<file path="src/rtl/avalon_rl_sink.sv">
// Avalon-ST sink for a READY_LATENCY source: credit-tracked skid buffer that
// re-presents the stream as a zero-latency valid/ready port and flags upstream protocol errors.
module avalon_rl_sink #(
    parameter int DATABITS_PER_SYMBOL = 8,
    parameter int SYMBOLS_PER_BEAT    = 4,
    parameter int READY_LATENCY       = 3,
    parameter int DEPTH               = 4
) (
    input  logic                                            clk,
    input  logic                                            rst,
    input  logic [DATABITS_PER_SYMBOL*SYMBOLS_PER_BEAT-1:0] snk_data,
    input  logic                                            snk_valid,
    output logic                                            snk_ready,
    output logic [DATABITS_PER_SYMBOL*SYMBOLS_PER_BEAT-1:0] src_data,
    output logic                                            src_valid,
    input  logic                                            src_ready,
    output logic [DEPTH:0]                                  level,
    output logic                                            proto_err
);

    localparam int WIDTH   = DATABITS_PER_SYMBOL * SYMBOLS_PER_BEAT;
    localparam int ENTRIES = 1 << DEPTH;
    localparam int RL      = READY_LATENCY;
    localparam int CW      = $clog2(RL + 1);
    localparam int SW      = DEPTH + 2;

    logic [DEPTH:0]     count_q, count_d;
    logic [DEPTH-1:0]   rd_ptr_q, rd_ptr_d;
    logic [DEPTH-1:0]   wr_ptr_q, wr_ptr_d;
    logic [RL-1:0]      hist_q, hist_d;
    logic               err_q, err_d;
    logic               rdy_en_q;
    logic [WIDTH-1:0]   mem_q [ENTRIES];

    logic [CW-1:0]      credits;
    logic [SW-1:0]      occ;
    logic               push, pop, space, legal;

    // Outstanding credits: every ready asserted within the last RL cycles may still deliver a beat.
    always_comb begin
        credits = '0;
        for (int i = 0; i < RL; i++) begin
            credits = credits + CW'(hist_q[i]);
        end
    end

    assign occ       = SW'(count_q) + SW'(credits);
    assign snk_ready = rdy_en_q & (occ < SW'(ENTRIES));

    assign src_valid = (count_q != '0);
    assign src_data  = src_valid ? mem_q[rd_ptr_q] : '0;
    assign level     = count_q;
    assign proto_err = err_q;

    assign pop   = src_valid & src_ready;
    assign legal = hist_q[RL-1];
    // A full buffer can still take a beat when the same cycle frees the head slot.
    assign space = (count_q != (DEPTH+1)'(ENTRIES)) | pop;
    assign push  = snk_valid & space;

    always_comb begin
        hist_d    = '0;
        hist_d[0] = snk_ready;
        for (int i = 1; i < RL; i++) begin
            hist_d[i] = hist_q[i-1];
        end
        count_d  = count_q + (DEPTH+1)'(push) - (DEPTH+1)'(pop);
        wr_ptr_d = wr_ptr_q + DEPTH'(push);
        rd_ptr_d = rd_ptr_q + DEPTH'(pop);
        err_d    = err_q | (snk_valid & (~legal | ~space));
    end

    always_ff @(posedge clk) begin
        if (!rst) begin
            count_q  <= '0;
            rd_ptr_q <= '0;
            wr_ptr_q <= '0;
            hist_q   <= '0;
            err_q    <= 1'b0;
            rdy_en_q <= 1'b0;
        end else begin
            count_q  <= count_d;
            rd_ptr_q <= rd_ptr_d;
            wr_ptr_q <= wr_ptr_d;
            hist_q   <= hist_d;
            err_q    <= err_d;
            rdy_en_q <= 1'b1;
        end
    end

    // Storage is not reset; occupancy alone decides what is visible.
    always_ff @(posedge clk) begin
        if (rst && push) begin
            mem_q[wr_ptr_q] <= snk_data;
        end
    end

endmodule

</file>
<file path="config.mk">
export PLATFORM = sky130hd
export DESIGN_NAME = avalon_rl_sink
export DESIGN_NICKNAME = d
export VERILOG_FILES = /design/src/rtl/avalon_rl_sink.sv
export SDC_FILE = /design/constraint.sdc
export NUM_CORES = 1
export LEC_CHECK = 0
export ABC_AREA = 1
export ABC_CLOCK_PERIOD_IN_PS = 3240
export CAP_MARGIN = 20
export CORE_MARGIN = 3
export CORE_UTILIZATION = 44
export CTS_BUF_LIST = sky130_fd_sc_hd__clkbuf_4
export DETAILED_ROUTE_END_ITERATION = 12
export PLACE_DENSITY = 0.71
export SLEW_MARGIN = 10
export SYNTH_ARGS = -nofsm -noshare
export SYNTH_HDL_FRONTEND = slang
export SYNTH_SLANG_ARGS = --single-unit
</file>
<file path="constraint.sdc">
create_clock -name clk -period 3.24 [get_ports clk]
set_input_delay 0.324 -clock clk [delete_from_list [all_inputs] [get_ports clk]]
set_output_delay 0.324 -clock clk [all_outputs]
set_load 0.005 [all_outputs]
</file>
---- After elaboration in Yosys (flattened, before gate mapping) ----
Memories as Yosys holds them, arrays and structs flattened. A register that Yosys moved wholly into a read port is not among the register bits.
Cells that the tools add are included.
storage, ports and cells
  bits in registers ....................... 18
  bits in latches ......................... 0
  memory bits (writable) .................. 512
  ROM bits ................................ 0
  bits of input ports ..................... 36
  output and inout bits ................... 40
  memories kept ........................... 1
operators by class
  add/subtract/negate cells ............... 7
  $mul .................................... 0
  divide/modulo/power cells ............... 0
  order comparisons ....................... 1
  equality and inequality tests ........... 1
  shift-type cells ........................ 0
  mux-type cells .......................... 5
  bitwise gates (word level) .............. 9
  reductions and logical operators ........ 2
memories
  memory  depth  width  read ports  clocked after Yosys merged registers in  wr ports  RTL line  source
  mem_q   16     32     1           1                                        1         33        logic [WIDTH-1:0] mem_q [ENTRIES];
operator list
  operator                                                                      count
  32-bit 2-to-1 mux                                                             1
  4-bit by 1-bit adder with 4-bit output                                        2
  5-bit by 2-bit adder with 6-bit output                                        1
  6-bit by 5-bit less-than comparator with 1-bit output, second input constant  1
  5-bit by 1-bit adder with 5-bit output                                        1
  5-bit inequality test, second input constant                                  1
  5-bit nonzero test                                                            1
  5-bit by 1-bit subtractor with 5-bit output                                   1
  1-bit bitwise AND                                                             4
  4-bit 2-to-1 mux                                                              1
  1-bit 2-to-1 mux                                                              3
  1-bit bitwise OR                                                              3
  1-bit by 1-bit adder with 2-bit output                                        1
  2-bit by 1-bit adder with 2-bit output                                        1
  1-bit inverter                                                                2
  1-bit logical AND                                                             1

---- Logic depth before layout (Yosys ltp) ----
  depth after elaboration ................. 7
  mapped depth ............................ 15
  gate-level depth less buffers ........... 15

---- Least setup slack after synthesis ----
Ideal clock, no wire load.
  kind .................................... register to register
  start point ............................. reg count_q[2] (netlist: level[2])
  end point ............................... mem mem_q[0][0] in the netlist's numbering (enable)
  arrival time ............................ 2605 ps
  setup slack ............................. 214 ps
  cell stages (with the launch flop) ...... 8
  path buffers ............................ 0
  period minus slack after synthesis ...... 3026 ps
  cell sequence ........................... dfxtp_1 > inv_1 > ha_1 > nand3_1 > nor3_1 > nor2_1 > nand4_1 > nor2_1
on the way
  word-level cells in the longest chain between the ends .. 7
  elaborated cells between the ends (all ways) .. 8
  those cells by class .................... eq/ne: 1; mux: 2; bitwise: 3; reduce/logical: 2
RTL lines
  element                                     RTL line  source
  start: declaration                          27        logic [DEPTH:0] count_q, count_d;
  start signal: assignment                    82        count_q <= count_d;
  5-bit nonzero test                          50        assign src_valid = (count_q != '0);
  1-bit bitwise AND                           55        assign pop = src_valid & src_ready;
  1-bit bitwise OR (*)                        58        assign space = (count_q != (DEPTH+1)'(ENTRIES)) | pop;
  1-bit bitwise AND (*)                       59        assign push = snk_valid & space;
  1-bit logical AND (*)                       93        if (rst && push) begin
  1-bit 2-to-1 mux (*)                        93
  1-bit 2-to-1 mux (implied by the code) (*)  94        mem_q[wr_ptr_q] <= snk_data;
  end: declaration                            33
Mark *: on every way between the ends. The rest lies on a longest branch, timed or not.

==> summary.txt <==
Clock tree
  – Worst-skew pair later-pin latency: 0.84 ns
  – H-tree Lvls: 4
  – Clock sinks: between 500 and 600
  – CTS tree: done
  – CTS buffer count: 134
  – Clock tree buffer depth: 3
  – Root buf cell: clkbuf_4
  – Clk pin slew, worst setup/hold paths: ~0.060 ns

Finish
  – Share of cells above drive strength 1: between 15 and 20%
  – Most common cell after layout, fill and taps aside: nand2_1
  – Final Instance Count excl. Fillers: roughly 2700
  – Fillers: 3942
  – # nets final: about 2000
  – Area grow syn2layout: 17.9%
  – Register Area: 0.0157 mm^2
  – Footprint of the multi-input gates: roughly 0.0052 mm^2
  – Most frequent cells in the layout: nand2_1 (655), edfxtp_1 (512), nand3_1 (388)

Yosys
  – Unique masters post-synth: 24
  – Syn Nets: approximately 1900
  – Main flop type after synthesis: edfxtp_1
  – Number of synthesized register bits: 530
  – Post-synth EDFFs: ~510
  – Ys Warns: 0
  – Mapped Cells: 1815
  – Syn Area/Cell: 11.9 um^2
  – Post-Syn Area: 0.0216 mm^2
  – Post-synthesis sequential area ratio: 73.0%
  – Fraction of registers with async set/reset: 0%

STA
  – Worst-margin pin slew: 0.665 ns
  – Final Cycle Share: 97.8%
  – Fmax: 316 MHz
  – Hold WS: 0.0929 ns
  – Tmin final: 3.17 ns
  – Final hold vios: 0
  – Post-Route Setup TNS: 0 ns
  – RSZ-0062 raised after global routing: true
  – Final Setup Violations: 0
  – Slew margin rel.: 55.5%
  – Setup Skew: 0.0506 ns
  – Setup WS post-layout: 0.0712 ns
  – Max Slew Vio Count: 0

Worst setup path
  – Crit-path most repeated cell: nand2_1
  – CP arrival: 2.84 ns
  – Critical Path Sink Type: primary output
  – Setup slack, reg-to-reg: between 0.3 and 0.4 ns
  – Crit-path slowest cell: clkdlybuf4s50_1
  – Max stage delay on crit path: 0.53 ns
  – R2r startpoint: level[2]$_SDFF_PN0_
  – Worst path required time: between 2 and 3 ns
  – CP Cell Sequence: buf_12 > buf_12 > clkbuf_16 > nand2_1 > nand3_1 > nand3_1 > nand2_1 > nand2_1 > a21oi_1 > clkdlybuf4s50_1
  – Setup crit start kind: flop
  – Critical Path Fanout Max: 15
  – Worst setup path class: flop to primary output
  – R2R depth: 14
  – RR Endpoint: level[4]$_SDFF_PN0_

Route
  – DRC: 0
  – Total Wirelength: 54000 um
  – Drt first pass iters: 9
  – Vias: between 10000 and 15000
  – Routed Antenna Nets: 0
  – Wire per inst: 20.1 um
  – Initial DRC count: roughly 1300
  – Via-to-Cell Ratio: 5.48

Placed design
  – Routability cong.: between 0.7 and 0.8
  – Pre-CTS setup slack: 0.262 ns
  – Buffers on Ports: 75
  – Post-DP HPWL: 26700 um
  – Placed cells: 2446

Power and ir drop
  – Power Total: 0.0188 W
  – Power Dens Cells: approximately 740 mW/mm^2
  – Leak pwr: 9.51 nW
  – Max VDD drop: roughly 0.57 mV

Floorplan
  – Die area: 0.0517 mm^2
  – Initial Util: 44.9%
  – FP Rows: 80
  – Die height: 227 um
  – Core Area: 0.0480 mm^2
  – Io pins: 76
  – Die width: about 230 um

Run status
  – Status: finished clean

Min path
  – WHS Path Cells: 3
  – Hold_sp: snk_valid
  – Hold Path End: proto_err$_SDFF_PN0_
  – HP Class: primary input to flop

Global routing
  – Global-route wire length before repair: roughly 82000 um
  – Vias in the first global route: about 15000
  – Antenna violations before repair: 1
  – Grt total ovfl: 0
  – Total GRT Usage: approximately a fifth
  – Largest net degree at the start of global routing: 73

Flow run
  – Max Cap Viol: 0
## per-layer routing
metal / track usage, % / part of all wire (%) / vias up
li1: - / - / 6777
met1: 27.6 / 41 / 7163
met2: 34.1 / 49 / 677
met3: 4.13 / 8.4 / 106
met4: 8.62 / 2.3 / 0
met5: 0 / 0 / -
## report_power, final
group / internal [W] / total (W) / switching (W) / leakage [nW]
combinational: 0.00231 / 0.00575 / 0.00344 / 3.80
sequential: 0.00765 / 0.00773 / 0.0000812 / 4.76
clock: 0.00281 / 0.00533 / 0.00252 / 0.950
total: 0.0128 / 0.0188 / 0.00605 / 9.51
## critical path, delay by kind of cell (launching register included)
| kind | cells | cell delay, ns |
|---|---|---|
| buffers and inverters | 4 | 1.07 |
| AND/OR/NAND/NOR | 5 | 0.36 |
| AO/OA/AOI/OAI | 1 | 0.19 |
| flip-flops | 1 | 0.37 |
## Yosys cell counts, drive strengths merged (2+ instances only)
library cell / number / area, um^2
nor2: 24 / 90.1
a21oi: 40 / 200
clkbuf: 20 / 75.1
buf: 90 / 616
ha: 13 / 163
nand4: 4 / 25.0
o21ai: 6 / 30.0
xnor2: 2 / 17.5
edfxtp: 512 / 15400
nand3: 388 / 1940
fa: 2 / 40.0
inv: 36 / 138
dfxtp: 18 / 360
nand2: 655 / 2460
## layout make-up
class                      count  share of cell area, %
multi-input combinational   1138                   20.5
clock inverter                37                  0.886
inverter                      37                  0.684
sequential                   530                   61.9
clock buffer                 181                   5.34
antenna                        1                0.00984
tap                          615                   3.03
timing repair buffer         147                   7.63
timing repair inverter         1                 0.0443
## worst max-delay path by stage
| stage | start | end | slack, ns | depth (start not counted) |
|---|---|---|---|---|
| final | rd_ptr_q[0]$_SDFF_PN0_ | src_data[12] | 0.07 | 10 |
| after global routing | rd_ptr_q[0]$_SDFF_PN0_ | src_data[28] | -0.07 | 9 |
| after CTS | rd_ptr_q[0]$_SDFF_PN0_ | src_data[24] | -0.07 | 10 |
| after detailed placement | level[2]$_SDFF_PN0_ | level[4]$_SDFF_PN0_ | 0.26 | 14 |
| after global placement | src_ready | level[4]$_SDFF_PN0_ | 0.31 | 12 |
| after floorplan | level[2]$_SDFF_PN0_ | mem_q[0][0]$_DFFE_PP_ | 0.21 | 7 |
## through the flow
step	cell area [um^2]	utilization, %
floorplan	21600	-
global placement	23100	48.1
detailed placement	23100	48.1
CTS	25200	52.5
global route	25400	52.9
finish	25400	52.9
## state kept, by name (all words and copies together), names as in the netlist
| register | count |
|---|---|
| wr_ptr_q | 4 |
| hist_q | 3 |
| proto_err | 1 |
| rd_ptr_q | 4 |
| rdy_en_q | 1 |
| mem_q | 512 |
| level | 5 |
## logic make-up after synthesis
family / after synthesis / synth area share (%)
flops: 530 / 73.0
fa+ha+maj: 15 / 0.940
buf+inv: 147 / 3.86
compound gates: 49 / 1.18
simple gates: 1072 / 21.0
xor+xnor: 2 / 0.0812
## what timing repair did
item                       4_1_cts  5_1_grt
setup endpoints to repair       33       27
buffers inserted                 5        1
pin swaps                        2        5
gates cloned                    10        6
hold buffers                     0        0
hold endpoints to repair         0        0
gates resized for setup         51       25
Note: power is estimated with default switching activity, not from simulation.
